<file path="src/rtl/udp_cmd_pkg.sv">
// ============================================================================
// Module : udp_cmd_pkg
// Brief  : Shared opcodes, header field positions and FSM states for the
//          UDP command parser.
// Rev    : 1.0
// ============================================================================
`default_nettype none

package udp_cmd_pkg;

    localparam logic [3:0]  OP_WRITE    = 4'd1;
    localparam logic [3:0]  OP_READ     = 4'd2;
    localparam int          HDR_OP_MSB  = 31;
    localparam int          HDR_OP_LSB  = 28;
    localparam logic [31:0] RD_ERR_DATA = 32'hDEAD_BEEF;

    typedef enum logic [2:0] {
        ST_IDLE    = 3'd0,
        ST_HDR     = 3'd1,
        ST_ADDR    = 3'd2,
        ST_WDATA   = 3'd3,
        ST_RD_REQ  = 3'd4,
        ST_RD_WAIT = 3'd5,
        ST_RESP    = 3'd6,
        ST_DROP    = 3'd7
    } state_t;

    function automatic logic [15:0] sat_inc16(input logic [15:0] v);
        return (v == 16'hFFFF) ? v : v + 16'd1;
    endfunction

endpackage

`default_nettype wire

</file>
<file path="src/rtl/udp_cmd_word_buf.sv">
// ============================================================================
// Module : udp_cmd_word_buf
// Brief  : Single-outstanding pop from a latency-1 FIFO into a one-word buffer.
// Rev    : 1.0
// ============================================================================
`default_nettype none

module udp_cmd_word_buf #(
    parameter int WORD_W = 33
) (
    input  logic              clk,
    input  logic              rst,
    input  logic              i_want,
    input  logic              i_consume,
    input  logic              i_fifo_empty,
    input  logic [WORD_W-1:0] i_fifo_rd_data,
    output logic              o_fifo_rd_en,
    output logic [WORD_W-1:0] o_wbuf,
    output logic              o_wbuf_valid
);

    logic              r_pend;
    logic [WORD_W-1:0] r_wbuf;
    logic              r_wbuf_valid;

    assign o_fifo_rd_en = !i_fifo_empty && !r_pend && !r_wbuf_valid && i_want;
    assign o_wbuf       = r_wbuf;
    assign o_wbuf_valid = r_wbuf_valid;

    // FIFO data appears the cycle after the pop; capture it then.
    always_ff @(posedge clk or posedge rst) begin
        if (rst) begin
            r_pend       <= 1'b0;
            r_wbuf       <= '0;
            r_wbuf_valid <= 1'b0;
        end else begin
            r_pend <= o_fifo_rd_en;
            if (r_pend) begin
                r_wbuf       <= i_fifo_rd_data;
                r_wbuf_valid <= 1'b1;
            end else if (i_consume) begin
                r_wbuf_valid <= 1'b0;
            end
        end
    end

endmodule

`default_nettype wire

</file>
<file path="src/rtl/udp_cmd_parser.sv">
// ============================================================================
// Module : udp_cmd_parser
// Brief  : Decodes command frames from udp_cmd_fifo into register-bus bursts
//          and streams read results back as response frames.
// Rev    : 1.0
// ============================================================================
`default_nettype none

module udp_cmd_parser
    import udp_cmd_pkg::*;
#(
    parameter int DATA_W     = 32,
    parameter int ADDR_W     = 32,
    parameter int LEN_W      = 16,
    parameter int MAX_LEN    = 256,
    parameter int ADDR_INC   = 1,
    parameter int RD_TIMEOUT = 255
) (
    input  logic              clk,
    input  logic              rst,
    output logic              fifo_rd_en,
    input  logic [DATA_W:0]   fifo_rd_data,
    input  logic              fifo_empty,
    output logic              bus_wr_en,
    output logic              bus_rd_en,
    output logic [ADDR_W-1:0] bus_addr,
    output logic [DATA_W-1:0] bus_wdata,
    input  logic              bus_ready,
    input  logic [DATA_W-1:0] bus_rdata,
    input  logic              bus_rvalid,
    output logic              resp_valid,
    output logic [DATA_W-1:0] resp_data,
    output logic              resp_last,
    input  logic              resp_ready,
    output logic [15:0]       err_cnt
);

    localparam int                IDX_W      = LEN_W + 1;
    localparam int                TMO_W      = $clog2(RD_TIMEOUT + 1);
    localparam logic [TMO_W-1:0]  c_TMO_LAST = TMO_W'(RD_TIMEOUT - 1);
    localparam logic [ADDR_W-1:0] c_ADDR_INC = ADDR_W'(ADDR_INC);
    localparam logic [IDX_W-1:0]  c_MAX_LEN  = IDX_W'(MAX_LEN);
    localparam logic [DATA_W-1:0] c_ERR_DATA = DATA_W'(RD_ERR_DATA);

    state_t             r_state;
    logic [DATA_W-1:0]  r_hdr;
    logic [3:0]         r_op;
    logic [LEN_W-1:0]   r_len;
    logic [IDX_W-1:0]   r_idx;
    logic [TMO_W-1:0]   r_tmo;
    logic [DATA_W-1:0]  r_rd_data;
    logic               r_hdr_sent;
    logic               r_bus_wr_en;
    logic               r_bus_rd_en;
    logic [ADDR_W-1:0]  r_bus_addr;
    logic [DATA_W-1:0]  r_bus_wdata;
    logic               r_resp_valid;
    logic [DATA_W-1:0]  r_resp_data;
    logic               r_resp_last;
    logic [15:0]        r_err_cnt;

    logic               w_want;
    logic               w_consume;
    logic [DATA_W:0]    w_wbuf;
    logic               w_wbuf_valid;
    logic               w_word_last;
    logic [DATA_W-1:0]  w_payload;
    logic [3:0]         w_opcode;
    logic [LEN_W-1:0]   w_len;
    logic               w_hdr_bad;
    logic [IDX_W-1:0]   w_last_idx;
    logic               w_at_last;
    logic [DATA_W-1:0]  w_rd_word;

    udp_cmd_word_buf #(
        .WORD_W (DATA_W + 1)
    ) u_word_buf (
        .clk            (clk),
        .rst            (rst),
        .i_want         (w_want),
        .i_consume      (w_consume),
        .i_fifo_empty   (fifo_empty),
        .i_fifo_rd_data (fifo_rd_data),
        .o_fifo_rd_en   (fifo_rd_en),
        .o_wbuf         (w_wbuf),
        .o_wbuf_valid   (w_wbuf_valid)
    );

    assign w_word_last = w_wbuf[DATA_W];
    assign w_payload   = w_wbuf[DATA_W-1:0];
    assign w_opcode    = w_payload[HDR_OP_MSB:HDR_OP_LSB];
    assign w_len       = w_payload[LEN_W-1:0];
    assign w_hdr_bad   = ((w_opcode != OP_WRITE) && (w_opcode != OP_READ)) ||
                         (w_len == '0) || ({1'b0, w_len} > c_MAX_LEN) || w_word_last;
    assign w_last_idx  = {1'b0, r_len} - IDX_W'(1);
    assign w_at_last   = (r_idx == w_last_idx);
    // rvalid wins over a coincident timeout.
    assign w_rd_word   = bus_rvalid ? bus_rdata : c_ERR_DATA;

    // No prefetch while a write is held, so a following frame is never pulled early.
    always_comb begin
        w_want = 1'b0;
        case (r_state)
            ST_HDR, ST_ADDR, ST_DROP: w_want = 1'b1;
            ST_WDATA:                 w_want = !r_bus_wr_en;
            default:                  w_want = 1'b0;
        endcase
        w_consume = w_want && w_wbuf_valid;
    end

    always_ff @(posedge clk or posedge rst) begin
        if (rst) begin
            r_state      <= ST_IDLE;
            r_hdr        <= '0;
            r_op         <= '0;
            r_len        <= '0;
            r_idx        <= '0;
            r_tmo        <= '0;
            r_rd_data    <= '0;
            r_hdr_sent   <= 1'b0;
            r_bus_wr_en  <= 1'b0;
            r_bus_rd_en  <= 1'b0;
            r_bus_addr   <= '0;
            r_bus_wdata  <= '0;
            r_resp_valid <= 1'b0;
            r_resp_data  <= '0;
            r_resp_last  <= 1'b0;
            r_err_cnt    <= '0;
        end else begin
            case (r_state)
                ST_IDLE: begin
                    if (!fifo_empty) r_state <= ST_HDR;
                end
                ST_HDR: begin
                    if (w_wbuf_valid) begin
                        r_hdr <= w_payload;
                        r_op  <= w_opcode;
                        r_len <= w_len;
                        if (w_hdr_bad) begin
                            r_err_cnt <= sat_inc16(r_err_cnt);
                            r_state   <= w_word_last ? ST_IDLE : ST_DROP;
                        end else begin
                            r_state <= ST_ADDR;
                        end
                    end
                end
                ST_ADDR: begin
                    if (w_wbuf_valid) begin
                        r_bus_addr <= ADDR_W'(w_payload);
                        r_idx      <= '0;
                        r_hdr_sent <= 1'b0;
                        if ((r_op == OP_WRITE) == w_word_last) begin
                            r_err_cnt <= sat_inc16(r_err_cnt);
                            r_state   <= w_word_last ? ST_IDLE : ST_DROP;
                        end else if (r_op == OP_WRITE) begin
                            r_state <= ST_WDATA;
                        end else begin
                            r_bus_rd_en <= 1'b1;
                            r_state     <= ST_RD_REQ;
                        end
                    end
                end
                ST_WDATA: begin
                    if (r_bus_wr_en) begin
                        if (bus_ready) begin
                            r_bus_wr_en <= 1'b0;
                            r_bus_addr  <= r_bus_addr + c_ADDR_INC;
                            r_idx       <= r_idx + IDX_W'(1);
                            if (w_at_last) r_state <= ST_IDLE;
                        end
                    end else if (w_wbuf_valid) begin
                        // A misplaced or missing LAST aborts before this word is written.
                        if (w_word_last != w_at_last) begin
                            r_err_cnt <= sat_inc16(r_err_cnt);
                            r_state   <= w_word_last ? ST_IDLE : ST_DROP;
                        end else begin
                            r_bus_wr_en <= 1'b1;
                            r_bus_wdata <= w_payload;
                        end
                    end
                end
                ST_RD_REQ: begin
                    if (bus_ready) begin
                        r_bus_rd_en <= 1'b0;
                        r_bus_addr  <= r_bus_addr + c_ADDR_INC;
                        r_tmo       <= '0;
                        r_state     <= ST_RD_WAIT;
                    end
                end
                ST_RD_WAIT: begin
                    if (bus_rvalid || (r_tmo == c_TMO_LAST)) begin
                        if (!bus_rvalid) r_err_cnt <= sat_inc16(r_err_cnt);
                        r_rd_data    <= w_rd_word;
                        r_resp_valid <= 1'b1;
                        r_state      <= ST_RESP;
                        if (!r_hdr_sent) begin
                            r_resp_data <= r_hdr;
                            r_resp_last <= 1'b0;
                        end else begin
                            r_resp_data <= w_rd_word;
                            r_resp_last <= w_at_last;
                        end
                    end else begin
                        r_tmo <= r_tmo + TMO_W'(1);
                    end
                end
                ST_RESP: begin
                    if (r_resp_valid && resp_ready) begin
                        if (!r_hdr_sent) begin
                            r_hdr_sent  <= 1'b1;
                            r_resp_data <= r_rd_data;
                            r_resp_last <= w_at_last;
                        end else begin
                            r_resp_valid <= 1'b0;
                            r_resp_last  <= 1'b0;
                            r_idx        <= r_idx + IDX_W'(1);
                            if (w_at_last) begin
                                r_state <= ST_IDLE;
                            end else begin
                                r_bus_rd_en <= 1'b1;
                                r_state     <= ST_RD_REQ;
                            end
                        end
                    end
                end
                ST_DROP: begin
                    if (w_wbuf_valid && w_word_last) r_state <= ST_IDLE;
                end
                default: r_state <= ST_IDLE;
            endcase
        end
    end

    assign bus_wr_en  = r_bus_wr_en;
    assign bus_rd_en  = r_bus_rd_en;
    assign bus_addr   = r_bus_addr;
    assign bus_wdata  = r_bus_wdata;
    assign resp_valid = r_resp_valid;
    assign resp_data  = r_resp_data;
    assign resp_last  = r_resp_last;
    assign err_cnt    = r_err_cnt;

endmodule

`default_nettype wire

</file>
<file path="config.mk">
export PLATFORM = sky130hd
export DESIGN_NAME = udp_cmd_parser
export DESIGN_NICKNAME = d
export VERILOG_FILES = /design/src/rtl/udp_cmd_pkg.sv /design/src/rtl/udp_cmd_word_buf.sv /design/src/rtl/udp_cmd_parser.sv
export SDC_FILE = /design/constraint.sdc
export NUM_CORES = 1
export LEC_CHECK = 0
export BUFFER_PORTS_ARGS = -buffer_cell sky130_fd_sc_hd__buf_2
export CAP_MARGIN = 20
export CORE_MARGIN = 5
export CORE_UTILIZATION = 60
export DETAILED_ROUTE_END_ITERATION = 7
export PLACE_DENSITY = 0.94
export SLEW_MARGIN = 20
export SYNTH_ARGS = -nofsm -noshare
export SYNTH_HDL_FRONTEND = slang
export SYNTH_SLANG_ARGS = --single-unit
</file>
<file path="constraint.sdc">
create_clock -name clk -period 15.2 [get_ports clk]
set_input_delay 1.52 -clock clk [delete_from_list [all_inputs] [get_ports clk]]
set_output_delay 1.52 -clock clk [all_outputs]
set_load 0.01 [all_outputs]
</file>
# ---- Yosys cells after proc, flatten, opt, wreduce, memory -nomap -nowiden
# Index checks and enable logic that the tools add are counted.
dict set report totals {
  reg_bits 264
  in_bits 71
  out_inout_bits 117
}
dict set report op_classes {
  add_sub_neg 5
  order_cmp 1
  n_eq_ne 40
  muxes 76
  bitwise_logic 2
  reduce_logical 39
}
# cell count
set op_table {}
lappend op_table {{$mux 32} 8}
lappend op_table {{$mux 16} 10}
lappend op_table {{$pmux 32 s3} 1}
lappend op_table {{$mux 17} 5}
lappend op_table {{$pmux 16 s4} 1}
lappend op_table {{$pmux 32 s2} 1}
lappend op_table {{$mux 3} 18}
lappend op_table {{$pmux 17 s3} 1}
lappend op_table {{$ne 2x2->1 const B} 18}
lappend op_table {{$add 32x1->32 const B} 1}
lappend op_table {{$pmux 3 s8} 1}
lappend op_table {{$mux 1} 22}
lappend op_table {{$add 17x1->17 const B} 1}
lappend op_table {{$eq 17x17->1} 1}
lappend op_table {{$sub 16x1->17 const B} 1}
lappend op_table {{$add 16x1->16 const B} 1}
lappend op_table {{$eq 16x16->1 const B} 1}
lappend op_table {{$gt 16x9->1 const B} 1}
lappend op_table {{$logic_not 16->1} 1}
lappend op_table {{$mux 8} 2}
lappend op_table {{$pmux 8 s2} 1}
lappend op_table {{$eq 3x3->1 const B} 4}
lappend op_table {{$reduce_and 12->1} 1}
lappend op_table {{$reduce_and 3->1} 4}
lappend op_table {{other kinds (28)} 57}

# ---- Logic depth before layout (Yosys ltp)
# Gate-level depths: netlist of the first run.
dict set report logic_depth {
  word_depth 8
  mapped_depth 13
  depth_no_buf 11
}

# ---- Modules after synthesis
# A second synthesis of the first run with hierarchy kept.
dict set report unflattened {
  cells_unflattened 1111
  hier_area_um2 11823.8
}
# module n_inst cells_per_inst area_per_inst_um2
set modules_own_cells {}
lappend modules_own_cells {udp_cmd_parser 1 1035 10359.9}
lappend modules_own_cells {udp_cmd_word_buf 1 76 1463.9}

# ---- Worst setup path before layout of the first run
# No wires, ideal clock.
dict set report synth_path {
  kind {input to output}
  startpoint {input fifo_empty}
  endpoint {output fifo_rd_en}
  t_arrival_ns 1.979
  t_required_ns 13.680
  path_slack_ns 11.701
  stages 1
  path_buffers 0
  path_cell_list {nor4_1}
}
dict set report synth_via {
  elab_chain_cells 4
}
# item line_no
set synth_rtl {}
lappend synth_rtl {{from (decl)} udp_cmd_parser.sv:23} ;# input logic fifo_empty,
lappend synth_rtl {{$logic_not 1->1} --}
lappend synth_rtl {{$logic_and 1x1->1 (3 in series)} udp_cmd_word_buf.sv:26} ;# assign o_fifo_rd_en = !i_fifo_empty && !r_pend && !r_wbuf_valid && i_want;
lappend synth_rtl {{to (decl)} udp_cmd_parser.sv:21} ;# output logic fifo_rd_en,
# No other way between the ends.

# ---- Final worst setup path of the first run
dict set report layout_path {
  startpoint {register r_state[0]}
  endpoint {output fifo_rd_en}
}
dict set report layout_via {
  elab_chain_cells 4
  word_cells_on_any_way 7
  classes_between {eq/ne: 4; mux: 1; reduce/logical: 2}
}
# item line_no
set layout_rtl {}
lappend layout_rtl {{from (decl)} udp_cmd_parser.sv:45} ;# state_t r_state;
lappend layout_rtl {{from (signal assigned)} udp_cmd_parser.sv:141} ;# r_state <= w_word_last ? ST_IDLE : ST_DROP;
lappend layout_rtl {{from (signal assigned)} udp_cmd_parser.sv:154} ;# r_state <= w_word_last ? ST_IDLE : ST_DROP;
lappend layout_rtl {{from (signal assigned)} udp_cmd_parser.sv:175} ;# r_state <= w_word_last ? ST_IDLE : ST_DROP;
lappend layout_rtl {{$eq 3x3->1, or another cell as far along} udp_cmd_parser.sv:103} ;# case (r_state)
lappend layout_rtl {{$reduce_or 3->1} udp_cmd_parser.sv:103}
lappend layout_rtl {{$pmux 1 s2 *} udp_cmd_parser.sv:103}
lappend layout_rtl {{$logic_and 1x1->1 *} udp_cmd_word_buf.sv:26}
# Mark *: on every way between the ends. The rest lies on a longest branch, timed or not.

==> results of run 1 <==
Yosys cell counts, drive strengths merged (17+ instances only):
| cell type | count | area share |
|---|---|---|
| a21oi | 57 | 0.024 |
| a31oi | 34 | 0.018 |
| and3 | 17 | 0.0089 |
| clkbuf | 59 | 0.019 |
| dfrtp | 244 | 0.51 |
| inv | 24 | 0.0076 |
| mux2 | 97 | 0.10 |
| nand2 | 96 | 0.030 |
| nand3 | 40 | 0.017 |
| nor2 | 98 | 0.031 |
| nor3 | 18 | 0.0080 |
| o21ai | 73 | 0.031 |
| o221ai | 23 | 0.017 |
| o22a | 26 | 0.019 |
| xnor2 | 23 | 0.017 |
| xor2 | 24 | 0.018 |
worst paths after layout:
| check | start | to | slack [ns] | cells after the start |
|---|---|---|---|---|
| max | r_state[0] | fifo_rd_en | 10.85 | 6 |
| min | r_tmo[6] | r_tmo[6] | 0.49 | 1 |
| max reg2reg | r_hdr[8] | bus_wdata[7] | 11.23 | 9 |
| min reg2reg | r_tmo[6] | r_tmo[6] | 0.49 | 1 |
| max in group asynchronous | rst | r_hdr[27] | 12.07 | 4 |
| min in group asynchronous | rst | resp_data[18] | 1.05 | 2 |
layout by cell type (no fill, tap or decap), types with 5 or more instances in the layout:
cell,synthesis,layout
sky130_fd_sc_hd__buf_4,1,9
sky130_fd_sc_hd__a221o_1,8,8
sky130_fd_sc_hd__o22ai_1,13,12
sky130_fd_sc_hd__buf_2,1,187
sky130_fd_sc_hd__and3_1,17,17
sky130_fd_sc_hd__mux2_4,29,29
sky130_fd_sc_hd__a21oi_1,57,57
sky130_fd_sc_hd__dfrtp_1,244,244
sky130_fd_sc_hd__ha_1,9,9
sky130_fd_sc_hd__nand4_1,13,13
sky130_fd_sc_hd__xnor2_1,23,23
sky130_fd_sc_hd__nand2_1,96,95
sky130_fd_sc_hd__nor4_1,14,14
sky130_fd_sc_hd__clkbuf_16,0,25
sky130_fd_sc_hd__nor3_1,17,17
sky130_fd_sc_hd__nor2b_1,6,6
sky130_fd_sc_hd__xor2_1,24,24
sky130_fd_sc_hd__inv_1,24,23
sky130_fd_sc_hd__o221ai_1,23,23
sky130_fd_sc_hd__nand3_1,40,40
sky130_fd_sc_hd__o22a_1,26,26
sky130_fd_sc_hd__nor2_1,98,95
sky130_fd_sc_hd__a22o_1,8,8
sky130_fd_sc_hd__mux2_2,68,68
sky130_fd_sc_hd__or3_1,8,8
sky130_fd_sc_hd__and2_1,5,5
sky130_fd_sc_hd__a31oi_1,34,34
sky130_fd_sc_hd__clkbuf_8,0,5
sky130_fd_sc_hd__nand2b_1,7,7
sky130_fd_sc_hd__o31ai_1,5,5
sky130_fd_sc_hd__o21ai_0,73,71
registers in the layout, summed over array words and instances (netlist names), 3 cells and up:
signal	flops
u_word_buf.o_wbuf	33
resp_data	32
bus_wdata	32
r_state	3
r_rd_data	32
bus_addr	32
r_tmo	8
r_hdr	32
r_idx	17
err_cnt	16
cell type report:
| type | instances | area [µm²] | area share |
|---|---|---|---|
| diodes | 1 | 2.50 | 0.000180 |
| clock buffers | 34 | 709 | 0.0511 |
| clock inverters | 10 | 149 | 0.0107 |
| inverters | 25 | 101 | 0.00730 |
| multi-input cells | 793 | 5450 | 0.392 |
| flip-flops and latches | 244 | 6110 | 0.440 |
| well taps | 265 | 332 | 0.0239 |
| repair buffers | 198 | 1040 | 0.0750 |
kinds of logic after synthesis:
kind of cell	count (synthesis)	synth area share
flip-flops	244	0.512
AO/OA/AOI/OAI	286	0.161
adder cells (fa/ha/maj)	9	0.00945
AND/OR/NAND/NOR	352	0.145
buffers and inverters	97	0.0350
XOR/XNOR	47	0.0345
multiplexers	99	0.102
metrics by stage:
stage	cells	total power, µW	hold slack (ns)
2_1_floorplan	1134	2030	0.437
3_3_place_gp	1524	2390	0.460
3_5_place_dp	1524	2450	0.472
4_1_cts	1568	3110	0.481
5_1_grt	1570	3330	0.504
6_report	1570	3150	0.491
power by group through the flow:
stage,logic [µW],clock network [µW],registers [µW]
floorplan,842,0,1180
global placement,1150,0,1240
detailed placement,1200,0,1250
CTS,1210,647,1250
global route,1350,680,1300
finish,1230,644,1270
routing by layer:
metal  global-route usage  vias to the layer above
met5                    0                        -
met4               0.0657                        6
met3               0.0703                       75
met2                0.453                      644
met1                0.432                     4927
li1                     -                     4464
==> flow_summary.json, run 1 <==
{
  "syn2layout_area_growth_pct": 16.5,
  "drt_wl_total_um": 33500,
  "route.top_layer_used": "met5",
  "dpl.hpwl_um": 22300,
  "timing.critical_path.cells": "nand2_1, nor2_1, a21oi_1, o21ai_0, nor4_1, buf_2",
  "drt_iter0_drc": 1049,
  "critical_path_peak_fanout": 25,
  "number_of_buffer_and_inverter_instances_along_the_worst_setup_path": 1,
  "drt-vias-per-instance": 6.44,
  "power.share.sequential": 0.405,
  "power_density_mw_per_mm2": 227,
  "number_of_global_route_vias_before_repair": 9905,
  "layout_worst_path_cycle_share": 0.286,
  "cts_tree": "done",
  "reported_max_cap_violation_count": 0,
  "fin_tns_setup_ns": 0,
  "core-area_mm2": 0.0195,
  "critical_path.startpoint_type": "flip-flop",
  "grt_setup_unrepaired": "false",
  "max_slew_margin": 0.380,
  "ys.warnings.count": 0,
  "postSynthAreaPerCell_um2": 10.5,
  "place_ws_ns": 11.18,
  "clk_pin_slew_worst_paths_ns": 0.06,
  "switching_share": 0.408,
  "max_freq_mhz": 230,
  "synth_async_sr_flop_share": 1.00,
  "min_period_ns": 4.35,
  "slowest_delay_ns": 0.88,
  "cell_area_synth_mm2": 0.0119,
  "die_w_um": 151,
  "total_switching_power_uw": 1280,
  "cellInternalPower_uw": 1860,
  "synthFlopType": "sky130_fd_sc_hd__dfrtp_1",
  "path_delay_family": "simple AND/OR/NAND/NOR gates",
  "power_frac_comb": 0.390,
  "synth.net_count": 1214,
  "synth_edf_count": 0,
  "worst_ep_required_time_ns": 13.68,
  "cts_buffers": 25,
  "grt_antenna_before_repair": 4,
  "power.ir.vdd_worst_uv": 141,
  "dr_wl_met3_um": 3840,
  "cts.sink_count": 244,
  "worst_path_max_delay_cell": "sky130_fd_sc_hd__dfrtp_1",
  "initial_util": 0.610,
  "static-leakage-power_uw": 0.00621,
  "portBuffers": 187,
  "setup_viol": 0,
  "grt_pass1_wl_um": 54000,
  "clock-skew-final_ns": 0.0146,
  "ys_seq_elements": 244,
  "worst-setup-path-type": "reg -> out",
  "postRouteAntennaNets": 0,
  "worstMarginPinSlew_ns": 0.927,
  "hold_path.class": "reg -> reg",
  "gp_congestion": 0.935,
  "clock_root_buffer_master": "sky130_fd_sc_hd__clkbuf_16",
  "result_of_the_run": "finished, final reports clean",
  "fillers": 1323,
  "cts_htree_levels": 1,
  "number_of_vias_after_detailed_routing": 10116,
  "hold_buffers": 0,
  "core.rowCount": 51,
  "placement.cell_area_mm2": 0.0130,
  "worst_skew_pair.late_latency_ns": 0.54,
  "postCtsSetupRepairBufs": 0,
  "final_layout_size_suffix_gt1_frac": 0.276,
  "grt_max_degree": 97,
  "number_of_i_o_pins": 188,
  "netlist-cell-type-count": 75,
  "finalMaxSlewViolations": 0,
  "synth_seq_area_share": 0.512,
  "clockPowerShare": 0.205,
  "design.die.area_mm2": 0.0228,
  "grt_usage": 0.295,
  "worstPathArrival_ns": 2.83,
  "floorplan.die.height_um": 151,
  "finalInstanceArea_mm2": 0.0139,
  "post-route-util": 0.711,
  "synthesis.instances": 1134,
  "met2_length_um": 15400,
  "grt_ovf": 0,
  "setup_slack_ns": 10.85,
  "ctsResizeCount": 0,
  "cts_max_path_buffers": 3,
  "drt_pre_antenna_iters": 6,
  "wl_met1_um": 13600,
  "wirelength_per_cell_um": 21.4,
  "drc": 0,
  "final_net_count": 1367,
  "end_kind": "primary output",
  "hold_viol": 0
}
No activity file was read; power rests on OpenSTA's default activity.
==> run 2, diff against run 1 <==
ABC_AREA = 1   (was default)
CORE_UTILIZATION = 58   (was 60)
PLACE_DENSITY = 0.91   (was 0.94)
clock period = 4.24 ns   (was 15.2 ns; I/O delays follow)
==> run 2 against run 1 <==
  * Wire length increased by 14%
  * Register-to-register slack worse by 10 ns
  * Highest routed layer is now met4
  * Count of clock-buffer cells in the layout is 2 higher
  * Clock power grew to 4.1 times the previous value
  * Sequential power rose to 3.3 times the previous value
  * Flip-flop and latch count did not move
  * Area after synthesis grew 6.0%
  * Cell count rose by 32%
  * Critical endpoint is now err_cnt[5]
  * Worst hold slack worse by 0.43 ns
  * Via count rose by 24%
  * Clock skew increased by 0.0054 ns
  * Sequential share of layout area fell by 2.5 points
==> flow_summary.json, run 2 <==
{
  "ys.warnings.count": 0,
  "layout.cells.most_common_list": "sky130_fd_sc_hd__nand2_1 (416), sky130_fd_sc_hd__dfrtp_1 (243), sky130_fd_sc_hd__buf_2 (187)",
  "synth_top_cells_by_count": "sky130_fd_sc_hd__nand2_1 (416), sky130_fd_sc_hd__dfrtp_1 (244), sky130_fd_sc_hd__o21ai_0 (169)",
  "postCtsSetupRepairBufs": 0,
  "worst_skew_pair.late_latency_ns": 0.53,
  "hold_path.class": "in -> async",
  "setup_viol": 0,
  "number_of_buffer_and_inverter_instances_along_the_worst_setup_path": 1,
  "ctsResizeCount": 0,
  "worst-setup-path-type": "reg -> reg",
  "grt_ovf": 0,
  "fin_cells": 2068,
  "dpl.hpwl_um": 27100,
  "worst_path_max_delay_cell": "sky130_fd_sc_hd__nand2_1",
  "clock_root_buffer_master": "sky130_fd_sc_hd__clkbuf_16",
  "cellInternalPower_uw": 6530,
  "synth.net_count": 1696,
  "min_period_ns": 3.13,
  "ys_seq_elements": 244,
  "number_of_i_o_pins": 188,
  "hold_viol": 0,
  "clock-skew-final_ns": 0.0200,
  "most_frequent_standard_cell_in_the_layout_excluding_fill_and_tap_cells": "sky130_fd_sc_hd__nand2_1",
  "critical_path_peak_fanout": 20,
  "postSynthAreaPerCell_um2": 7.82,
  "drt_pre_antenna_iters": 5,
  "number_of_vias_after_detailed_routing": 12499,
  "synth_async_sr_flop_share": 1.00,
  "result_of_the_run": "finished, final reports clean",
  "worstPathArrival_ns": 3.57,
  "synth_seq_area_share": 0.483,
  "cell_area_synth_mm2": 0.0126,
  "drc": 0,
  "cts_tree": "done",
  "power_frac_comb": 0.409,
  "postRouteAntennaNets": 0,
  "grt_max_degree": 128,
  "timing.critical_path.cells": "inv_1, ha_1, nand2_2, nor2_2, nand3_1, nand3_1, nand2_1, nor2_1, nand3_1, o21ai_1, nand3_2, nand2_1, nand2_1, o21ai_1",
  "drt_iter0_drc": 1596,
  "finalMaxSlewViolations": 0,
  "cts_buffers": 25,
  "floorplan.die.height_um": 158,
  "reg2reg_slack_ns": 1.11,
  "power_density_mw_per_mm2": 785,
  "path_delay_family": "simple AND/OR/NAND/NOR gates",
  "wirelength_per_cell_um": 18.4,
  "drt-vias-per-instance": 6.04,
  "fin_tns_setup_ns": 0,
  "core-area_mm2": 0.0216,
  "synth_area_leader_cell": "sky130_fd_sc_hd__dfrtp_1",
  "slowest_delay_ns": 0.58,
  "grt_antenna_before_repair": 0,
  "cts_htree_levels": 1,
  "clk_pin_slew_worst_paths_ns": 0.07,
  "netlist-cell-type-count": 48,
  "cts_max_path_buffers": 3,
  "static-leakage-power_uw": 0.00716,
  "placedCellCount": 2021,
  "regToRegStartpoint": "r_hdr[0]",
  "synth_most_common_cell": "sky130_fd_sc_hd__nand2_1",
  "worst_setup_path_startpoint": "r_hdr[0]",
  "portBuffers": 187,
  "num_antenna_cells": 0,
  "worst_ep_required_time_ns": 4.68,
  "power.ir.vdd_worst_uv": 456,
  "gp_congestion": 0.963,
  "yosysTopAreaCellShare": 0.483,
  "synth_edf_count": 0,
  "max_slew_margin": 0.310,
  "layout_worst_path_cycle_share": 0.738,
  "synthesis.instances": 1616,
  "number_of_global_route_vias_before_repair": 11505,
  "end_kind": "flip-flop",
  "switching_share": 0.435,
  "final_layout_size_suffix_gt1_frac": 0.156,
  "power.share.sequential": 0.365,
  "r2r-end": "err_cnt[5]",
  "reg2regPathDepth": 14,
  "syn2layout_area_growth_pct": 16.6,
  "reported_max_cap_violation_count": 0,
  "crit_end": "err_cnt[5]",
  "synth.area.top_cells": "sky130_fd_sc_hd__dfrtp_1 (48%), sky130_fd_sc_hd__nand2_1 (12%), sky130_fd_sc_hd__o21ai_0 (6.7%)",
  "core.rowCount": 54,
  "total_power_uw": 11600,
  "path_depth": 14,
  "die_w_um": 158,
  "worstMarginPinSlew_ns": 1.04,
  "clockPowerShare": 0.226,
  "synthFlopType": "sky130_fd_sc_hd__dfrtp_1",
  "final_net_count": 1849,
  "cts.sink_count": 244,
  "grt_pass1_wl_um": 60700,
  "drt_wl_total_um": 38100,
  "design.die.area_mm2": 0.0248,
  "critical_path.startpoint_type": "flip-flop",
  "grt_setup_unrepaired": "false",
  "total_switching_power_uw": 5030,
  "max_ffs_per_register": 33,
  "initial_util": 0.584,
  "hold_buffers": 0,
  "max_freq_mhz": 320,
  "grt_usage": 0.302
}
==> run 2: kinds of logic after synthesis <==
family | count (synthesis) | synth area share
XOR/XNOR | 36 | 0.0250
flip-flops | 244 | 0.483
buffers and inverters | 228 | 0.0719
AO/OA/AOI/OAI | 337 | 0.151
AND/OR/NAND/NOR | 762 | 0.260
adder cells (fa/ha/maj) | 9 | 0.00892
==> run 2: power by group through the flow <==
| stage | sequential, µW | combinational [µW] | clock [µW] |
|---|---|---|---|
| floorplan | 4070 | 3130 | 0 |
| global placement | 4150 | 4480 | 0 |
| detailed placement | 4190 | 4620 | 0 |
| global route | 4330 | 5280 | 2730 |
| finish | 4220 | 4720 | 2610 |
| CTS | 4180 | 4670 | 2620 |
==> run 2: worst min-delay path by stage <==
stage                             start                end  slack [ns]  cells past startpoint
after floorplan               r_hdr[29]          r_hdr[29]        0.45                      2
after global placement    bus_wdata[18]      bus_wdata[18]        0.45                      2
after detailed placement  bus_wdata[18]      bus_wdata[18]        0.45                      2
after CTS                    fifo_empty  u_word_buf.r_pend        0.07                      2
after global routing         fifo_empty  u_word_buf.r_pend        0.09                      2
final                               rst       bus_addr[18]        0.06                      3
==> run 2: per-stage QoR <==
stage	instance area, µm²	worst slack [ns]	util	hold slack [ns]
6_report	14700	1.11	0.681	0.0592
5_1_grt	14700	0.700	0.681	0.0855
4_1_cts	14700	1.17	0.681	0.0723
3_5_place_dp	13700	1.22	0.635	0.453
3_3_place_gp	13700	1.31	0.635	0.452
2_1_floorplan	12600	0.612	-	0.453
==> run 2: final cells by class <==
type,instances,area [µm²]
Multi-Input combinational cell,1144,5640
Clock buffer,36,757
Clock inverter,10,229
Fill cell,1735,6890
Sequential cell,244,6110
Inverter,153,578
Tap cell,280,350
Timing Repair Buffer,201,1070
==> run 2: per-layer routing <==
metal	track usage	routed length, µm
met1	0.446	15500
met5	0	0
met4	0.0746	877
met3	0.0498	4260
met2	0.473	17400
==> run 2: worst min-delay path, stage by stage <==
cell and delay (ns):
sky130_fd_sc_hd__buf_2 0.11, sky130_fd_sc_hd__clkinvlp_4 0.10, sky130_fd_sc_hd__buf_12 0.43
